===== src/rtl/uart_tx_queue.sv =====
// Byte FIFO feeding a UART transmitter: one launch pulse per byte, then waits out the frame.
// Optional clear-to-send gating is enabled by defining UART_TX_QUEUE_CTS_EN.
module uart_tx_queue #(
  parameter int DEPTH_LOG2 = 4
) (
  input  logic                  clk,
  input  logic                  rst,
  input  logic                  in_valid,
  input  logic [7:0]            in_data,
  output logic                  in_ready,
  input  logic                  flush,
  output logic [DEPTH_LOG2:0]   level,
  output logic                  empty,
  output logic                  all_sent,
  output logic                  transmit,
  output logic [7:0]            tx_byte,
  input  logic                  uart_busy
`ifdef UART_TX_QUEUE_CTS_EN
  ,
  input  logic                  cts_n
`endif
);

  localparam int DEPTH = 2 ** DEPTH_LOG2;
  localparam logic [DEPTH_LOG2:0]   LVL_ONE  = (DEPTH_LOG2 + 1)'(1);
  localparam logic [DEPTH_LOG2:0]   LVL_FULL = (DEPTH_LOG2 + 1)'(DEPTH);
  localparam logic [DEPTH_LOG2-1:0] PTR_ONE  = DEPTH_LOG2'(1);

  typedef enum logic [1:0] {
    Q_IDLE,
    Q_LAUNCH,
    Q_WAIT_BUSY,
    Q_WAIT_DONE
  } state_e;

  logic [7:0]            mem_q [DEPTH];
  logic [DEPTH_LOG2-1:0] head_q, tail_q;
  logic [DEPTH_LOG2:0]   level_q, level_d;
  state_e                state_q;
  logic                  transmit_q;
  logic [7:0]            tx_byte_q;
  logic                  full, push, pop, cts_ok;

`ifdef UART_TX_QUEUE_CTS_EN
  assign cts_ok = ~cts_n;
`else
  assign cts_ok = 1'b1;
`endif

  assign full     = (level_q == LVL_FULL);
  assign empty    = (level_q == '0);
  assign in_ready = ~full & ~flush;
  assign push     = in_valid & in_ready;
  // Flush suppresses a launch in the same cycle so nothing leaves after a discard.
  assign pop      = (state_q == Q_IDLE) & ~empty & ~uart_busy & ~flush & cts_ok;

  assign level    = level_q;
  assign all_sent = empty & (state_q == Q_IDLE) & ~uart_busy;
  assign transmit = transmit_q;
  assign tx_byte  = tx_byte_q;

  // NOTE: every variable assigned in always_comb gets a default first, so no latch is inferred.
  always_comb begin
    level_d = level_q;
    if (flush) begin
      level_d = '0;
    end else if (push && !pop) begin
      level_d = level_q + LVL_ONE;
    end else if (pop && !push) begin
      level_d = level_q - LVL_ONE;
    end
  end

  // NOTE: the storage array has no reset; its contents are meaningless until written.
  always_ff @(posedge clk) begin
    if (push) begin
      mem_q[tail_q] <= in_data;
    end
  end

  // NOTE: sequential state is updated with non-blocking assignments only.
  always_ff @(posedge clk) begin
    if (rst) begin
      head_q  <= '0;
      tail_q  <= '0;
      level_q <= '0;
    end else begin
      level_q <= level_d;
      if (flush) begin
        head_q <= '0;
        tail_q <= '0;
      end else begin
        if (push) tail_q <= tail_q + PTR_ONE;
        if (pop)  head_q <= head_q + PTR_ONE;
      end
    end
  end

  always_ff @(posedge clk) begin
    if (rst) begin
      state_q    <= Q_IDLE;
      transmit_q <= 1'b0;
      tx_byte_q  <= 8'h00;
    end else begin
      case (state_q)
        Q_IDLE: begin
          if (pop) begin
            tx_byte_q  <= mem_q[head_q];
            transmit_q <= 1'b1;
            state_q    <= Q_LAUNCH;
          end
        end
        Q_LAUNCH: begin
          transmit_q <= 1'b0;
          state_q    <= Q_WAIT_BUSY;
        end
        Q_WAIT_BUSY: begin
          if (uart_busy) state_q <= Q_WAIT_DONE;
        end
        Q_WAIT_DONE: begin
          if (!uart_busy) state_q <= Q_IDLE;
        end
        default: begin
          transmit_q <= 1'b0;
          state_q    <= Q_IDLE;
        end
      endcase
    end
  end

endmodule


===== config.mk =====
export PLATFORM = sky130hd
export DESIGN_NAME = uart_tx_queue
export DESIGN_NICKNAME = d
export VERILOG_FILES = /design/src/rtl/uart_tx_queue.sv
export SDC_FILE = /design/constraint.sdc
export NUM_CORES = 1
export LEC_CHECK = 0
export BUFFER_PORTS_ARGS = -buffer_cell sky130_fd_sc_hd__buf_2
export CORE_UTILIZATION = 56
export DETAILED_ROUTE_END_ITERATION = 8
export PLACE_DENSITY_LB_ADDON = 0.2
export SLEW_MARGIN = 40
export SYNTH_ARGS = -nofsm -noshare
export SYNTH_HDL_FRONTEND = slang
export SYNTH_SLANG_ARGS = --single-unit

===== constraint.sdc =====
create_clock -name clk -period 5.2 [get_ports clk]
set_clock_uncertainty 0.1 [all_clocks]
set_input_delay 1.04 -clock clk [delete_from_list [all_inputs] [get_ports clk]]
set_output_delay 1.04 -clock clk [all_outputs]
set_load 0.01 [all_outputs]

==> reports/metrics.csv, run 1 <==
metric;value;unit
status;finished clean;
Slew headroom;44.5;%
Worst-path clk slew;0.06;ns
Buf/Inv on CP;3;
Leak;2.36;nW
critical path endpoint category;flop;
Vias;3233;
GPL Wtd Cong;0.759;
synth-to-layout area growth;12.6;%
sequential share of the synthesized area;67.9;%
Mean Syn Cell Area;17.4;um2
Max clock buf depth;2;
post-detail-place hpwl;7.20;mm
Fill cells;744;
Worst setup endpoint;level[4]$_SDFFE_PP0P_;
critical-path cell list;buf_2, nor3b_4, a21boi_4, inv_2, ha_1, inv_1, ha_1, a21o_1, a21oi_1, mux2i_1, mux2i_1;
crit-path max FO;11;
CP Launch Type;input port;
GR Util All Layers;21.8;%
Initial Util;58.0;%
dpl cell area;6620;um2
Max Freq;325;MHz
Max stage delay on crit path;0.30;ns
Async S/R FF share, synth;0;%
met3 GRT Util;5.50;%
flops & latches, synth;152;
die area;11800;um2
Synth cell types;49;
Fin Setup TNS;0;ns
most frequent cells in the layout;128 x edfxtp_1, 29 x buf_2, 26 x mux2i_1;
Setup CP Type;in2reg;
pins over their slew limit;0;
Maximum Capacitance Violations;0;
first-pass GRT wire length;17.7;mm
Finish-stage setup viols;0;
final hold vios;0;
met1 usage;28.9;%
1st-iter DRT viols;212;
Post-Layout Inst Area;7180;um2
num ports;30;
H-tree depth;4;
ANT nets after route;0;
final worst slack;2.12;ns
FF-to-FF setup slack;2.21;ns
hold bufs inserted after CTS;0;
worst setup path start;flush;
core area;11000;um2
met2 usage;35.3;%
number of vias per cell;5.84;
Pwr Density;374;nW/um2
# DRC;0;
Least-Margin Pin Slew;0.830;ns
routed wire length per instance;20.8;um
initial antenna violation count;0;
crit-path leading delay family;compound AO/OA/AOI/OAI gates;
nets@finish;429;
vias in the first global route;3184;
pre-CTS setup slack;1.70;ns
Post-Syn Nets;395;
Post-synth EDFFs;128;
Period minus WS final;3.08;ns
clock sink count;152;
drt total wl;11.5;mm
Port Buffers;29;
synthesized area;6370;um2
Top FF cell, synth;edfxtp_1;
worst r2r path cells;10;
worst reg2reg path startpoint;level[0]$_SDFFE_PP0P_;
Antenna diodes;0;
die height;109;um
DR pass1 iterations;4;
maximum vdd drop;315;uV
# Post-CTS Setup Buffers;0;
commonest non-fill, non-tap cell in the layout;edfxtp_1;
worst-skew pair later-pin latency;0.41;ns
Root Buffer Master;clkbuf_16;
final cell count without fillers;554;
CP max-delay cell;ha_1;
CTS tree;built;
R2R Path End;level[4]$_SDFFE_PP0P_;
grt peak-use layer;met2;
min-delay worst type;reg2reg;
share of layout cells above drive strength 1;23.7;%
largest net degree at the start of global routing;39;
CP Depth;11;
Critical Path AT;3.31;ns
global route total overflow;0;
total power;2.69;mW
post-CTS sizing;0;
Final period util;59.2;%
Cell Count Post-Placement;522;
# rows;38;
RSZ-0062 raised after global routing;no;
Synth warnings;0;
TritonCTS Buffers;17;
synthesized instance count;367;
CP required;5.43;ns
Die W;109;um
[stage by stage]
stage	util, %	hold slack (ns)
after floorplan	-	0.418
after global placement	60.1	0.394
after detailed placement	60.2	0.389
after CTS	65.2	0.397
after global routing	65.4	0.427
final	65.4	0.392
[worst register-to-register path, cell delays in order, from the launching register on]
cell and delay [ns]:
dfxtp_1 0.39, nor4_4 0.55, a21boi_4 0.16, inv_2 0.19
ha_1 0.20, inv_1 0.11, fa_1 0.42, a21o_1 0.20
a21oi_1 0.17, mux2i_1 0.23, mux2i_1 0.21
[synth_stat cells (all sizes together), types with 3 or more instances]
cell type / count / area (um2)
ha: 14 / 175
a311oi: 3 / 26.3
o21ai: 3 / 18.8
inv: 9 / 33.8
xor2: 5 / 43.8
o221ai: 6 / 52.6
a211oi: 3 / 27.5
nor3: 11 / 55.1
nand3b: 8 / 60.1
dfxtp: 24 / 480
buf: 15 / 114
mux2i: 26 / 260
nand2b: 4 / 25.0
clkbuf: 4 / 15.0
edfxtp: 128 / 3840
nor2: 31 / 116
a21oi: 5 / 25.0
mux4: 28 / 679
nand2: 8 / 30.0
xnor2: 3 / 26.3
nand3: 4 / 20.0
[logic make-up after synthesis]
group	synth area share, %
adder cells (fa/ha/maj)	3.06
flip-flops	67.9
multiplexers	14.7
buffers and inverters	2.73
AND/OR/NAND/NOR	6.30
XOR/XNOR	1.10
AO/OA/AOI/OAI	4.20
[state kept, by name (all words and copies together), names as in the netlist]
signal / cells
head_q: 4
level: 5
mem_q: 128
state_q: 2
tail_q: 4
transmit: 1
tx_byte: 8
[layout make-up]
| class | instances | area (um2) | area share, % |
|---|---|---|---|
| Sequential cell | 152 | 4330 | 60.3 |
| Multi-Input combinational cell | 186 | 1900 | 26.5 |
| Clock buffer | 25 | 475 | 6.62 |
| Timing Repair Buffer | 35 | 190 | 2.65 |
| Tap cell | 140 | 175 | 2.44 |
| Clock inverter | 7 | 73.8 | 1.03 |
| Inverter | 9 | 33.8 | 0.471 |
[worst min path at each step]
| stage | start | end | slack [ns] | cells past startpoint |
|---|---|---|---|---|
| after floorplan | tx_byte[0]$_SDFFE_PP0P_ | tx_byte[0]$_SDFFE_PP0P_ | 0.42 | 2 |
| after global placement | transmit$_SDFFE_PP0P_ | transmit$_SDFFE_PP0P_ | 0.39 | 2 |
| after detailed placement | tx_byte[4]$_SDFFE_PP0P_ | tx_byte[4]$_SDFFE_PP0P_ | 0.39 | 2 |
| after CTS | tx_byte[4]$_SDFFE_PP0P_ | tx_byte[4]$_SDFFE_PP0P_ | 0.40 | 2 |
| after global routing | transmit$_SDFFE_PP0P_ | transmit$_SDFFE_PP0P_ | 0.43 | 2 |
| final | tx_byte[4]$_SDFFE_PP0P_ | tx_byte[4]$_SDFFE_PP0P_ | 0.39 | 2 |
[metal layers]
layer  vias to the layer above  wire [um]
met5                         -          0
met4                         0        122
met1                      1624       4940
met2                        80       5880
li1                       1519          -
met3                        10        586
[power by group]
part           switching, mW  internal [mW]  total [mW]
registers             0.0185           1.34        1.36
logic                  0.112         0.0849       0.197
clock network          0.451          0.683        1.13
(Power assumes the default switching activity.)
==> run 2, diff against run 1 <==
--- a/config.mk
+++ b/config.mk
@@ -6,7 +6,7 @@
 export NUM_CORES = 1
 export LEC_CHECK = 0
 export BUFFER_PORTS_ARGS = -buffer_cell sky130_fd_sc_hd__buf_2
-export CORE_UTILIZATION = 56
+export CORE_UTILIZATION = 55
 export DETAILED_ROUTE_END_ITERATION = 8
 export PLACE_DENSITY_LB_ADDON = 0.2
 export SLEW_MARGIN = 40
==> constraint.sdc (replaced) <==
create_clock -name clk -period 2.7 [get_ports clk]
set_clock_uncertainty 0.1 [all_clocks]
set_input_delay 0.54 -clock clk [delete_from_list [all_inputs] [get_ports clk]]
set_output_delay 0.54 -clock clk [all_outputs]
set_load 0.01 [all_outputs]
==> run 2 against run 1 <==
Against the previous run: flip-flop and latch count did not move; register-to-register slack got worse by 2.1 ns; first-iteration DRC count rose by 31%; combinational power rose by 110%; sequential power rose by 93%; worst hold slack improved by 0.0029 ns; clock power rose by 96%; via count rose by 3.4%; die area rose by 1.8%; utilization rose by 1.0 points; global-route usage rose by 0.29 points; count of clock-buffer cells in the layout fell by 3; largest cell class unchanged; highest routed layer unchanged.
==> reports/metrics.csv, run 2 (synthesis results as in run 1) <==
metric;value;unit;change
FF-to-FF setup slack;0.16;ns;was 2.21 ns
Max clock buf depth;2;;unchanged
met3 GRT Util;6.58;%;was 5.50%
R2R Path End;level[4]$_SDFFE_PP0P_;;unchanged
Max Freq;393;MHz;
worst r2r path cells;12;;was 10
crit-path max FO;5;;was 11
largest net degree at the start of global routing;39;;unchanged
Critical Path AT;2.79;ns;was 3.31 ns
post-detail-place hpwl;7.60;mm;was 7.20 mm
Pint;4.14;mW;was 2.11 mW
nets@finish;450;;was 429
# rows;38;;unchanged
# DRC;0;;unchanged
num ports;30;;unchanged
final worst slack;0.157;ns;was 2.12 ns
Root Buffer Master;clkbuf_16;;unchanged
Pwr Density;712;nW/um2;was 374 nW/um2
Sw Pwr;1.10;mW;was 581 uW
final cell count without fillers;575;;was 554
Final period util;94.2;%;
Leak;2.50;nW;was 2.36 nW
Die W;110;um;was 109 um
Clock Power Share;42.3;%;was 42.2%
Vias;3344;;was 3233
final hold vios;0;;unchanged
die area;12000;um2;was 11800 um2
Least-Margin Pin Slew;0.613;ns;was 0.830 ns
status;finished clean;;unchanged
Worst setup endpoint;level[4]$_SDFFE_PP0P_;;unchanged
worst setup path start;state_q[1]$_SDFFE_PP0P_;;was flush
Reg power frac;50.0;%;was 50.5%
Setup CP Type;reg2reg;;was in2reg
Slew headroom;59.1;%;was 44.5%
Worst-path clk slew;0.06;ns;about the same
Port Buffers;29;;unchanged
number of vias per cell;5.82;;was 5.84
Antenna diodes;0;;unchanged
min-delay worst type;reg2reg;;unchanged
1st-iter DRT viols;278;;was 212
TritonCTS Buffers;17;;unchanged
CP required;2.95;ns;was 5.43 ns
GPL Wtd Cong;0.773;;was 0.759
global route total overflow;0;;unchanged
ANT nets after route;0;;unchanged
Initial Util;57.5;%;was 58.0%
Finish-stage setup viols;0;;unchanged
met1 usage;28.4;%;was 28.9%
initial antenna violation count;0;;unchanged
most frequent cells in the layout;128 x edfxtp_1, 29 x buf_2, 28 x nor2_1;;was 128 x edfxtp_1, 29 x buf_2, 26 x mux2i_1
pre-CTS setup slack;-0.0184;ns;was 1.70 ns
grt peak-use layer;met2;;unchanged
worst-skew pair later-pin latency;0.41;ns;about the same
clock sink count;152;;unchanged
DR pass1 iterations;4;;unchanged
drt total wl;11.8;mm;was 11.5 mm
final core utilization;66.4;%;was 65.4%
Maximum Capacitance Violations;0;;unchanged
GR Util All Layers;22.0;%;was 21.8%
hold bufs inserted after CTS;0;;unchanged
Fin Setup TNS;0;ns;unchanged
synth-to-layout area growth;15.4;%;was 12.6%
share of layout cells above drive strength 1;27.1;%;was 23.7%
routed wire length per instance;20.5;um;was 20.8 um
worst reg2reg path startpoint;state_q[1]$_SDFFE_PP0P_;;was level[0]$_SDFFE_PP0P_
critical path endpoint category;flop;;unchanged
met2 usage;36.5;%;was 35.3%
Largest Register;mem_q;;unchanged
maximum vdd drop;592;uV;was 315 uV
core area;11100;um2;was 11000 um2
H-tree depth;4;;unchanged
vias in the first global route;3334;;was 3184
commonest non-fill, non-tap cell in the layout;edfxtp_1;;unchanged
pins over their slew limit;0;;unchanged
max FFs per register;128;;unchanged
CTS tree;built;;unchanged
Comb pwr share;7.8;%;was 7.3%
first-pass GRT wire length;18.3;mm;was 17.7 mm
Cell Count Post-Placement;540;;was 522
Sw Ratio;21.0;%;was 21.6%
CP Launch Type;flop;;was input port
die height;110;um;was 109 um
Period minus WS final;2.54;ns;
==> run 2: cell count changes in the layout (fill, tap and decap cells not counted), sizes merged <==
cell      before  now
clkinvlp       4    2
clkbuf        25   22
buf           35   56
bufinv         1    2
clkinv         2    6
==> run 2: power by group through the flow <==
stage          registers [mW]  clock network (mW)  logic [mW]
4_1_cts                  2.61                2.25       0.395
2_1_floorplan            2.66                   0       0.266
5_1_grt                  2.62                2.35       0.448
3_3_place_gp             2.66                   0       0.380
6_report                 2.62                2.21       0.407
3_5_place_dp             2.66                   0       0.393
==> run 2: worst min-delay path by stage <==
stage | cells past startpoint | end | start
global route | 1 | mem_q[0][5]$_DFFE_PP_ | in_data[5]
global placement | 2 | tx_byte[6]$_SDFFE_PP0P_ | tx_byte[6]$_SDFFE_PP0P_
finish | 2 | transmit$_SDFFE_PP0P_ | transmit$_SDFFE_PP0P_
floorplan | 2 | tx_byte[0]$_SDFFE_PP0P_ | tx_byte[0]$_SDFFE_PP0P_
CTS | 1 | mem_q[0][3]$_DFFE_PP_ | in_data[3]
detailed placement | 2 | tx_byte[6]$_SDFFE_PP0P_ | tx_byte[6]$_SDFFE_PP0P_
==> run 2: timing repair <==
item | 4_1_cts | 5_1_grt
setup buffers | 0 | 3
gates resized for setup | 0 | 6
setup endpoints to repair | 0 | 1
==> run 2: layout make-up <==
| class | instances | area, um2 |
|---|---|---|
| Clock buffer | 22 | 454 |
| Clock inverter | 10 | 103 |
| Fill cell | 740 | 3720 |
| Inverter | 9 | 33.8 |
| Multi-Input combinational cell | 186 | 1890 |
| Sequential cell | 152 | 4330 |
| Tap cell | 140 | 175 |
| Timing Repair Buffer | 56 | 373 |
==> run 2: critical path: stages (launching register included) <==
cell      delay (ns)
dfxtp_2         0.35
inv_2           0.05
ha_2            0.19
nor3b_4         0.15
a21boi_4        0.14
inv_2           0.07
ha_1            0.18
inv_2           0.08
fa_1            0.41
a21o_1          0.20
a21oi_2         0.14
mux2i_1         0.22
mux2i_1         0.18
==> run 2: routing by layer <==
| layer | wire (um) | part of all wire, % | vias to the layer above |
|---|---|---|---|
| met3 | 788 | 6.7 | 8 |
| met1 | 4920 | 42 | 1676 |
| li1 | - | - | 1559 |
| met2 | 6000 | 51 | 101 |
| met5 | 0 | 0 | - |
| met4 | 94 | 0.80 | 0 |
==> run 2: metrics by stage <==
stage,hold WS [ns],total power [mW],cell area (um2)
3_3_place_gp,0.381,3.04,6760
6_report,0.395,5.24,7350
2_1_floorplan,0.418,2.93,6370
5_1_grt,0.403,5.42,7350
4_1_cts,0.388,5.26,7320
3_5_place_dp,0.383,3.05,6760
